$ cat config.mk
export PLATFORM = sky130hd
export DESIGN_NAME = rect_wave_gen_flat
export DESIGN_NICKNAME = d
export VERILOG_FILES = /design/src/rtl/rect_wave_if.sv /design/src/rtl/rect_wave_gen.sv /design/src/flat_wrapper.sv
export SDC_FILE = /design/constraint.sdc
export NUM_CORES = 1
export LEC_CHECK = 0
export ABC_AREA = 1
export CAP_MARGIN = 5
export CELL_PAD_IN_SITES_DETAIL_PLACEMENT = 2
export CELL_PAD_IN_SITES_GLOBAL_PLACEMENT = 2
export CORE_AREA = 2 2 219 221
export CTS_BUF_LIST = sky130_fd_sc_hd__clkbuf_8
export DETAILED_ROUTE_END_ITERATION = 6
export DIE_AREA = 0 0 221 223
export GPL_TIMING_DRIVEN = 0
export PLACE_DENSITY = 0.87
export SLEW_MARGIN = 0
export SYNTH_ARGS = -nofsm -noshare
export SYNTH_HDL_FRONTEND = slang
export SYNTH_SLANG_ARGS = --single-unit
$ cat constraint.sdc
create_clock -name clk -period 7.4 [get_ports clk]
set_input_delay 1.85 -clock clk [delete_from_list [all_inputs] [get_ports clk]]
set_output_delay 1.85 -clock clk [all_outputs]
set_load 0.005 [all_outputs]
$ cat src/rtl/rect_wave_if.sv
// Control, configuration and waveform-output bundle for rect_wave_gen.
interface rect_wave_if #(
   parameter int unsigned AMP_W = 12,
   parameter int unsigned CNT_W = 16
) ();
   logic             start;
   logic             stop;
   logic [AMP_W-1:0] amp;
   logic [AMP_W-1:0] rise_step;
   logic [AMP_W-1:0] fall_step;
   logic [CNT_W-1:0] td;
   logic [CNT_W-1:0] tr;
   logic [CNT_W-1:0] th;
   logic [CNT_W-1:0] tf;
   logic [CNT_W-1:0] tl;
   logic [AMP_W-1:0] level;
   logic             busy;
   logic [2:0]       phase;
   logic             period_tick;

   modport master (
      output start, stop, amp, rise_step, fall_step, td, tr, th, tf, tl,
      input  level, busy, phase, period_tick
   );

   modport slave (
      input  start, stop, amp, rise_step, fall_step, td, tr, th, tf, tl,
      output level, busy, phase, period_tick
   );
endinterface

$ cat src/rtl/rect_wave_gen.sv
// Trapezoidal/rectangular waveform sequencer: delay, then repeating
// rise/high/fall/low periods with ramped level codes for a DAC.
module rect_wave_gen #(
   parameter int unsigned AMP_W = 12,
   parameter int unsigned CNT_W = 16
) (
   input  logic        clk,
   input  logic        rst_n,
   rect_wave_if.slave  bus
);

   localparam int unsigned SUM_W = CNT_W + 2;

   typedef enum logic [2:0] {
      S_IDLE  = 3'd0,
      S_DELAY = 3'd1,
      S_RISE  = 3'd2,
      S_HIGH  = 3'd3,
      S_FALL  = 3'd4,
      S_LOW   = 3'd5
   } state_t;

   state_t           r_state;
   logic [CNT_W-1:0] r_cnt;
   logic [AMP_W-1:0] r_level;
   logic             r_busy;
   logic             r_tick;
   logic             r_stop;
   logic [AMP_W-1:0] r_amp;
   logic [AMP_W-1:0] r_rise;
   logic [AMP_W-1:0] r_fall;
   logic [CNT_W-1:0] r_tr;
   logic [CNT_W-1:0] r_th;
   logic [CNT_W-1:0] r_tf;
   logic [CNT_W-1:0] r_tl;

   logic             w_idle;
   logic [SUM_W-1:0] w_sum;
   logic             w_accept;
   logic [AMP_W-1:0] w_amp;
   logic [AMP_W-1:0] w_rise;
   logic [AMP_W-1:0] w_fall;
   logic [CNT_W-1:0] w_tr;
   logic [CNT_W-1:0] w_th;
   logic [CNT_W-1:0] w_tf;
   logic [CNT_W-1:0] w_tl;
   logic [2:0]       w_base;
   state_t           w_pick;
   logic [CNT_W-1:0] w_pick_dur;
   state_t           w_nxt;
   logic [CNT_W-1:0] w_nxt_cnt;
   logic             w_last;
   logic             w_tick_nxt;
   logic [AMP_W:0]   w_lvl_up;
   logic [AMP_W-1:0] w_lvl_nxt;
   logic             w_stop_nxt;

   // Start acceptance; configuration comes straight from the inputs while idle.
   assign w_idle   = (r_state == S_IDLE);
   assign w_sum    = SUM_W'(bus.tr) + SUM_W'(bus.th) + SUM_W'(bus.tf) + SUM_W'(bus.tl);
   assign w_accept = w_idle && bus.start && (w_sum != '0);
   assign w_amp    = w_idle ? bus.amp       : r_amp;
   assign w_rise   = w_idle ? bus.rise_step : r_rise;
   assign w_fall   = w_idle ? bus.fall_step : r_fall;
   assign w_tr     = w_idle ? bus.tr        : r_tr;
   assign w_th     = w_idle ? bus.th        : r_th;
   assign w_tf     = w_idle ? bus.tf        : r_tf;
   assign w_tl     = w_idle ? bus.tl        : r_tl;

   // Period phases are searched cyclically from here; DELAY/IDLE always start at RISE.
   assign w_base = (w_idle || (r_state == S_DELAY)) ? 3'(S_RISE) : (3'(r_state) + 3'd1);

   // First non-zero period phase at or after w_base, wrapping LOW back to RISE.
   always_comb begin
      logic [1:0]       v_off;
      logic [2:0]       v_try;
      logic [CNT_W-1:0] v_dur;
      logic             v_found;
      w_pick     = S_IDLE;
      w_pick_dur = CNT_W'(1);
      v_found    = 1'b0;
      v_off      = '0;
      v_try      = '0;
      v_dur      = '0;
      for (int k = 0; k < 4; k++) begin
         v_off = 2'(w_base - 3'd2) + 2'(k);
         v_try = {1'b0, v_off} + 3'd2;
         case (v_try)
            3'd2:    v_dur = w_tr;
            3'd3:    v_dur = w_th;
            3'd4:    v_dur = w_tf;
            default: v_dur = w_tl;
         endcase
         if (!v_found && (v_dur != '0)) begin
            v_found    = 1'b1;
            w_pick     = state_t'(v_try);
            w_pick_dur = v_dur;
         end
      end
   end

   // Next state and remaining-cycle count; a phase ends when the count reaches 0.
   always_comb begin
      w_nxt     = r_state;
      w_nxt_cnt = r_cnt;
      if (w_idle) begin
         w_nxt_cnt = '0;
         if (w_accept) begin
            if (bus.td != '0) begin
               w_nxt     = S_DELAY;
               w_nxt_cnt = bus.td - CNT_W'(1);
            end else begin
               w_nxt     = w_pick;
               w_nxt_cnt = w_pick_dur - CNT_W'(1);
            end
         end
      end else if (r_cnt != '0) begin
         w_nxt_cnt = r_cnt - CNT_W'(1);
      end else if (r_tick && (r_stop || bus.stop)) begin
         w_nxt     = S_IDLE;
         w_nxt_cnt = '0;
      end else begin
         w_nxt     = w_pick;
         w_nxt_cnt = w_pick_dur - CNT_W'(1);
      end
   end

   // Period tick marks the last cycle of the last non-zero phase of the period.
   always_comb begin
      case (w_nxt)
         S_RISE:  w_last = (w_th == '0) && (w_tf == '0) && (w_tl == '0);
         S_HIGH:  w_last = (w_tf == '0) && (w_tl == '0);
         S_FALL:  w_last = (w_tl == '0);
         S_LOW:   w_last = 1'b1;
         default: w_last = 1'b0;
      endcase
      w_tick_nxt = w_last && (w_nxt_cnt == '0);
   end

   // Level for the next cycle: saturating ramps, amp in HIGH, zero elsewhere.
   always_comb begin
      w_lvl_up = {1'b0, r_level} + {1'b0, w_rise};
      case (w_nxt)
         S_RISE:  w_lvl_nxt = (w_lvl_up > {1'b0, w_amp}) ? w_amp : w_lvl_up[AMP_W-1:0];
         S_HIGH:  w_lvl_nxt = w_amp;
         S_FALL:  w_lvl_nxt = (r_level > w_fall) ? (r_level - w_fall) : '0;
         default: w_lvl_nxt = '0;
      endcase
   end

   // Sticky stop: armed by stop while running (or with the accepted start), cleared in IDLE.
   always_comb begin
      if (w_nxt == S_IDLE)                        w_stop_nxt = 1'b0;
      else if (bus.stop && (!w_idle || w_accept)) w_stop_nxt = 1'b1;
      else                                        w_stop_nxt = r_stop;
   end

   // State, counter, registered outputs and configuration latch.
   always_ff @(posedge clk or negedge rst_n) begin
      if (!rst_n) begin
         r_state <= S_IDLE;
         r_cnt   <= '0;
         r_level <= '0;
         r_busy  <= 1'b0;
         r_tick  <= 1'b0;
         r_stop  <= 1'b0;
         r_amp   <= '0;
         r_rise  <= '0;
         r_fall  <= '0;
         r_tr    <= '0;
         r_th    <= '0;
         r_tf    <= '0;
         r_tl    <= '0;
      end else begin
         r_state <= w_nxt;
         r_cnt   <= w_nxt_cnt;
         r_level <= w_lvl_nxt;
         r_busy  <= (w_nxt != S_IDLE);
         r_tick  <= w_tick_nxt;
         r_stop  <= w_stop_nxt;
         if (w_accept) begin
            r_amp  <= bus.amp;
            r_rise <= bus.rise_step;
            r_fall <= bus.fall_step;
            r_tr   <= bus.tr;
            r_th   <= bus.th;
            r_tf   <= bus.tf;
            r_tl   <= bus.tl;
         end
      end
   end

   assign bus.level       = r_level;
   assign bus.busy        = r_busy;
   assign bus.phase       = r_state;
   assign bus.period_tick = r_tick;

endmodule

$ cat src/flat_wrapper.sv
// flat-port wrapper written by rule: the top's interface ports become plain ports
module rect_wave_gen_flat 
#(
   parameter int unsigned AMP_W = 12,
   parameter int unsigned CNT_W = 16
)
  (clk, rst_n, bus_start, bus_stop, bus_amp, bus_rise_step, bus_fall_step, bus_td, bus_tr, bus_th, bus_tf, bus_tl, bus_level, bus_busy, bus_phase, bus_period_tick);
  rect_wave_if #(.AMP_W(AMP_W), .CNT_W(CNT_W)) bus_i ();
  input  logic clk;
  input  logic rst_n;
  input wire logic [$bits(bus_i.start)-1:0] bus_start;
  input wire logic [$bits(bus_i.stop)-1:0] bus_stop;
  input wire logic [$bits(bus_i.amp)-1:0] bus_amp;
  input wire logic [$bits(bus_i.rise_step)-1:0] bus_rise_step;
  input wire logic [$bits(bus_i.fall_step)-1:0] bus_fall_step;
  input wire logic [$bits(bus_i.td)-1:0] bus_td;
  input wire logic [$bits(bus_i.tr)-1:0] bus_tr;
  input wire logic [$bits(bus_i.th)-1:0] bus_th;
  input wire logic [$bits(bus_i.tf)-1:0] bus_tf;
  input wire logic [$bits(bus_i.tl)-1:0] bus_tl;
  output wire logic [$bits(bus_i.level)-1:0] bus_level;
  output wire logic [$bits(bus_i.busy)-1:0] bus_busy;
  output wire logic [$bits(bus_i.phase)-1:0] bus_phase;
  output wire logic [$bits(bus_i.period_tick)-1:0] bus_period_tick;
  assign bus_i.start = bus_start;
  assign bus_i.stop = bus_stop;
  assign bus_i.amp = bus_amp;
  assign bus_i.rise_step = bus_rise_step;
  assign bus_i.fall_step = bus_fall_step;
  assign bus_i.td = bus_td;
  assign bus_i.tr = bus_tr;
  assign bus_i.th = bus_th;
  assign bus_i.tf = bus_tf;
  assign bus_i.tl = bus_tl;
  assign bus_level = bus_i.level;
  assign bus_busy = bus_i.busy;
  assign bus_phase = bus_i.phase;
  assign bus_period_tick = bus_i.period_tick;
  rect_wave_gen #(.AMP_W(AMP_W), .CNT_W(CNT_W)) u_core (.clk(clk), .rst_n(rst_n), .bus(bus_i));
endmodule
# == After elaboration in Yosys (flattened, before gate mapping) ==
# Cells that the tools add are included.
# totals
reg_bits,134
inputBits,120
out_inout_bits,17
word_cells,121
# op_classes
add_sub_neg,17
n_lt_le_gt_ge,2
eq_ne,17
mux,39
reduce_logical,33
# ops
operator,n
2-to-1 mux 16 bit,13
one-hot mux 16 bit (3 select lines),4
nonzero test 16 bit,6
logical NOT 16 bit,4
2-to-1 mux 12 bit,5
"subtractor 16 x 1 -> 16 bit, second input constant",3
adder 18 x 16 -> 18 bit,2
one-hot mux 12 bit (3 select lines),1
"== test 3 x 2 -> 1 bit, second input constant",10
2-to-1 mux 3 bit,9
"== test 3 bit, second input constant",6
nonzero test 18 bit,1
adder 16 x 16 -> 17 bit,1
adder 12 x 12 -> 13 bit,1
greater-than comparator 13 x 12 -> 1 bit,1
"adder 2 x 2 -> 3 bit, second input constant",4
greater-than comparator 12 bit,1
subtractor 12 bit,1
logical AND 1 bit,11
logical NOT 3 bit,2
2-to-1 mux 1 bit,5
"adder 2 x 1 -> 2 bit, second input constant",2
"adder 2 bit, second input constant",2
logical NOT 1 bit,4
7 further kinds,9

# == Logic depth before layout (Yosys ltp) ==
# depth
word_depth,24
depth_mapped,40
depth_no_buf,39

# == Least setup slack after synthesis ==
# OpenSTA, ideal clock, no wires.
# synth_timing
path_type,input to register
from,in bus_th[0]
to,reg u_core.r_level[10] (netlist: u_core.bus.level[10])
setup_time_ns,0.090
arrival_time_ns,6.759
required_time_ns,7.310
path_slack_ns,0.551
cell_stages,34
n_path_buf,1
cell_sequence,ha_1 > inv_1 > fa_1 > o21ai_0 > a21oi_1 > o21bai_1 > nand3_1 > nand2_1 > a21oi_1 > o21bai_1 > a21oi_1 > o21bai_1 > xnor2_1 > fa_1 > inv_1 > ha_1 > a21oi_1 > o21ai_0 > a21oi_1 > nand2_1 > xor2_1 > or2_2 > nor2_1 > nand4_1 > nand2_1 > o21ai_0 > a21oi_2 > inv_2 > nor2_2 > nand2_1 > nor2_1 > buf_4 > nand3_1 > o221ai_1
# synth_via
elab_chain_cells,18
word_cells_on_any_way,36
cone_classes,add/sub: 3; eq/ne: 3; mux: 18; reduce/logical: 12
# synth_rtl
element,line,source
"start, declared",flat_wrapper.sv:18,input wire logic [$bits(bus_i.th)-1:0] bus_th;
"parallel branches: the longest is 15 deep, another holds adder 18 x 16 -> 18 bit",-,
2-to-1 mux 3 bit *,rect_wave_gen.sv:106,if (w_idle) begin
net u_core.w_nxt[0],rect_wave_gen.sv:50,state_t w_nxt;
== test 3 bit / == test 3 x 2 -> 1 bit (equally long branches),rect_wave_gen.sv:143,case (w_nxt)
one-hot mux 12 bit (3 select lines) *,rect_wave_gen.sv:143,
net u_core.w_lvl_nxt[10],rect_wave_gen.sv:55,logic [AMP_W-1:0] w_lvl_nxt;
"end signal, assigned",rect_wave_gen.sv:177,r_level <= w_lvl_nxt;
"end, declared",rect_wave_gen.sv:25,logic [AMP_W-1:0] r_level;
# Mark *: on every way through the listed nets, which the timed path passes.
# A chain may end at the register's enable or synchronous reset.

# == Worst setup path after layout ==
# layout_timing
from,in bus_th[0]
to,reg u_core.r_level[8] (netlist: u_core.bus.level[8])
# Same word-level chain as after synthesis.

==> impl_metrics.py <==
metrics = {
    "min_path": {
        "hold_path_class": "reg2reg",
        "hold-path-cell-count": 2,
        "worstHoldStart": "u_core.r_tr[6]",
    },
    "sta": {
        "grt_setup_unrepaired": "true",
        "final_period_minus_worst_setup_slack_ns": 7.72,
        "hold_ws_ns": 0.501,
        "worstMarginPinSlew_ns": 0.932,
        "setup_violations": 107,
        "finalMaxSlewViolations": 0,
        "max_freq_ghz": 0.130,
        "hold_violations": 0,
        "finalWorstSetupSlack_ns": -0.315,
        "slew_headroom_pct": 37.9,
        "fin_worst_skew_ns": 0.0169,
        "min_period_over_period_pct": 104,
    },
    "synth": {
        "post_synthesis_net_count": 2674,
        "postSynthAreaPerCell_um2": 6.05,
        "synthFlopType": "sky130_fd_sc_hd__dfrtp_1",
        "synth_edf_count": 0,
        "synth_async_sr_flop_share_pct": 100,
        "ys.warnings.count": 0,
        "synth_cell_type_count": 52,
        "post_synth_instance_area_um2": 14800,
        "netlist_instances": 2453,
        "seq_area_frac_synth_pct": 22.6,
        "count_of_state_elements_after_synthesis": 134,
    },
    "grt": {
        "global_route.overflow_total": 0,
        "antenna_found_initial": 1,
        "grt_first_pass_wirelength_um": 126000,
        "groute.usage.overall_pct": 33.2,
        "first_global_vias": 20100,
        "pin_count_of_the_biggest_net_entering_global_routing": 73,
    },
    "cells_and_area": {
        "fillers": 5762,
        "nNetsFinal": 2876,
        "drive_above_1_share_pct": 11.0,
        "area_delta_synth_final_pct": 24.4,
    },
    "worst_setup_path": {
        "ff2ff_path_depth": 28,
        "crit_fanout": 4,
        "timing.critical_path.required_ns": 7.84,
        "worstPathArrival_ns": 8.15,
        "cp-end-kind": "flip-flop",
        "crit_path_max_incr_delay_ns": 0.71,
        "path_class": "in2reg",
        "crit_path_top_delay_cell": "sky130_fd_sc_hd__fa_1",
        "crit_path_start": "bus_th[0]",
        "critPathLaunchType": "input port",
        "reg2reg_from": "u_core.bus.phase[0]",
        "worst_path_most_repeated_cell": "sky130_fd_sc_hd__buf_4",
    },
    "detailed_routing": {
        "vias_per_cell": 5.76,
        "detail_route.wirelength_um": 90700,
        "routed_wire_length_per_instance_um": 27.6,
        "dr.first_iter.drc_count": 1573,
        "drcViolationCount": 0,
        "dr_total_vias": 18900,
        "drt-pass1-iter-count": 6,
        "antenna_left": 0,
    },
    "clocking": {
        "clock_sinks": 134,
        "clockRootBuffer": "sky130_fd_sc_hd__clkbuf_8",
        "tritoncts_clock_tree": "built",
        "ctsHtreeMaxLevel": 4,
        "worstSkewPairLatency_ns": 0.53,
        "clk_path_buf_depth": 2,
        "cts_made_buffers": 17,
        "clock_transition_time_at_the_flip_flop_clock_pins_of_the_worst_setup_and_hold_paths_ns": 0.09,
    },
    "floorplanning": {
        "die_h_um": 223,
        "design.core.area_um2": 47100,
        "initial_core_util_pct": 31.5,
        "die_area_um2": 49300,
        "die_width_um": 221,
        "standard_cell_rows": 80,
        "ioPinCount": 137,
    },
    "place": {
        "hpwlAfterDp_um": 63100,
        "gp_routability_congestion": 0.945,
        "numPortBuffers": 136,
    },
    "job": {
        "number_of_max_cap_violations": 0,
    },
    "power_and_ir_drop": {
        "static-leakage-power_nw": 9.41,
        "vdd_drop_max_v": 0.000158,
        "power_density_nw_per_um2": 149,
        "totalPowerFinal_mw": 2.74,
    },
    "status": {
        "run_status": "finished with violations",
        "failed_checks": "negative setup slack",
    },
}
[state kept, by name (all words and copies together) (netlist names), 12 cells and up]
name,count
u_core.r_cnt,16
u_core.r_fall,12
u_core.r_tf,16
u_core.r_amp,12
u_core.r_rise,12
u_core.r_tl,16
u_core.bus.level,12
u_core.r_tr,16
u_core.r_th,16
[logic make-up after synthesis]
logic type / Yosys count / synth area share [%]
xor gates and xnor gates: 49 / 2.89
AOI/OAI and AO/OA: 383 / 14.6
buffers and inverters: 451 / 12.2
muxes: 1 / 0.0674
DFF: 134 / 22.6
adders and majority gates: 101 / 9.52
and+or+nand+nor: 1334 / 38.2
[layout make-up]
cell class,instances,area (µm²),share of cell area (%)
diodes,3,7.51,0.0406
plain buffers,92,536,2.90
clock buffers,17,234,1.27
clock inverters,14,130,0.705
inverters,357,1340,7.27
multi-input cells,1868,10300,56.0
flip-flops and latches,134,3350,18.2
well taps,615,769,4.17
repair buffers,185,1760,9.52
[cell usage in the layout, fill, tap and decap left out, types with 43 or more instances in the layout]
cell type,count
sky130_fd_sc_hd__o21ai_0,186
sky130_fd_sc_hd__buf_4,55
sky130_fd_sc_hd__clkdlybuf4s50_1,125
sky130_fd_sc_hd__a21oi_1,43
sky130_fd_sc_hd__nor2_1,242
sky130_fd_sc_hd__nand2_1,688
sky130_fd_sc_hd__ha_1,68
sky130_fd_sc_hd__nand3_1,258
sky130_fd_sc_hd__inv_1,342
sky130_fd_sc_hd__dfrtp_1,134
[worst paths after layout]
kind	endpoint	slack, ns
worst min register to register	u_core.r_tr[6]	0.50
max in group asynchronous	u_core.r_cnt[11]	5.21
worst max register to register	u_core.bus.level[8]	0.05
worst max-delay path	u_core.bus.level[8]	-0.32
worst min-delay path	u_core.r_tr[6]	0.50
min in group asynchronous	u_core.r_tl[7]	1.31
[metal layers]
metal  GRT usage [%]  up-vias  share of wire [%]
met3            4.04      286                5.4
li1                -     8276                  -
met1            41.9     9576                 41
met4            11.6        0                5.3
met2            58.3      795                 48
met5               0        -                  0
[per-stage QoR]
stage	utilization, %	std cells	TNS [ns]	area (µm²)	setup slack [ns]
after floorplan	-	2453	0	14800	0.551
after global placement	36.0	3204	-402.10	17000	-2.00
after detailed placement	36.1	3205	-289.82	17000	-2.59
after CTS	38.2	3265	0	18000	0.000803
after global routing	39.2	3283	-19.45	18500	-0.386
final	39.2	3285	-14.51	18500	-0.315
[power breakdown]
part           switching, mW  total (mW)  internal, mW
clock network          0.387       0.651         0.265
logic                  0.816        1.27         0.459
registers             0.0425       0.818         0.776
[synthesized netlist by cell type (2+ instances only)]
cell type	instances	area (µm²)
sky130_fd_sc_hd__a21o_1	3	22.5
sky130_fd_sc_hd__o2111ai_1	3	26.3
sky130_fd_sc_hd__a21boi_0	4	30.0
sky130_fd_sc_hd__a31oi_1	8	50.1
sky130_fd_sc_hd__o21ai_0	194	971
sky130_fd_sc_hd__buf_1	11	41.3
sky130_fd_sc_hd__nor2_2	7	43.8
sky130_fd_sc_hd__nor2_1	253	950
sky130_fd_sc_hd__o211ai_1	3	22.5
sky130_fd_sc_hd__a2111oi_0	3	26.3
sky130_fd_sc_hd__buf_4	14	105
sky130_fd_sc_hd__o21bai_1	43	323
sky130_fd_sc_hd__clkinv_1	3	11.3
sky130_fd_sc_hd__or2_2	12	75.1
sky130_fd_sc_hd__xor2_1	36	315
sky130_fd_sc_hd__nor2_4	6	67.6
sky130_fd_sc_hd__xnor2_1	13	114
sky130_fd_sc_hd__a21oi_1	64	320
sky130_fd_sc_hd__nand4_1	37	231
sky130_fd_sc_hd__fa_1	20	400
sky130_fd_sc_hd__o22ai_1	3	18.8
sky130_fd_sc_hd__buf_2	9	45.0
sky130_fd_sc_hd__inv_2	6	22.5
sky130_fd_sc_hd__buf_6	7	78.8
sky130_fd_sc_hd__ha_1	81	1010
sky130_fd_sc_hd__nand3_2	3	30.0
sky130_fd_sc_hd__nor3_1	13	65.1
sky130_fd_sc_hd__and2_1	5	31.3
sky130_fd_sc_hd__o21ai_2	2	17.5
sky130_fd_sc_hd__inv_1	348	1310
sky130_fd_sc_hd__nand3_1	268	1340
sky130_fd_sc_hd__clkbuf_1	53	199
sky130_fd_sc_hd__nand3b_1	8	60.1
sky130_fd_sc_hd__dfrtp_1	134	3350
sky130_fd_sc_hd__nand2_2	5	31.3
sky130_fd_sc_hd__o21ai_1	35	175
sky130_fd_sc_hd__o221ai_1	11	96.3
sky130_fd_sc_hd__nand2_1	702	2640
sky130_fd_sc_hd__nor4_1	10	62.6
[critical path, delay by kind of cell]
kind	cells	cell delay (ns)
xor+xnor	2	0.24
buf+inv	9	0.94
compound gates	8	1.11
fa+ha+maj	4	1.59
simple gates	14	2.38
[what timing repair did]
item,4_1_cts,5_1_grt
pin swaps,50,64
cloned,3,0
buffers inserted,26,19
hold buffers,0,0
resized for setup,142,106
setup endpoints to repair,134,128
No activity file was read; power rests on OpenSTA's default activity.
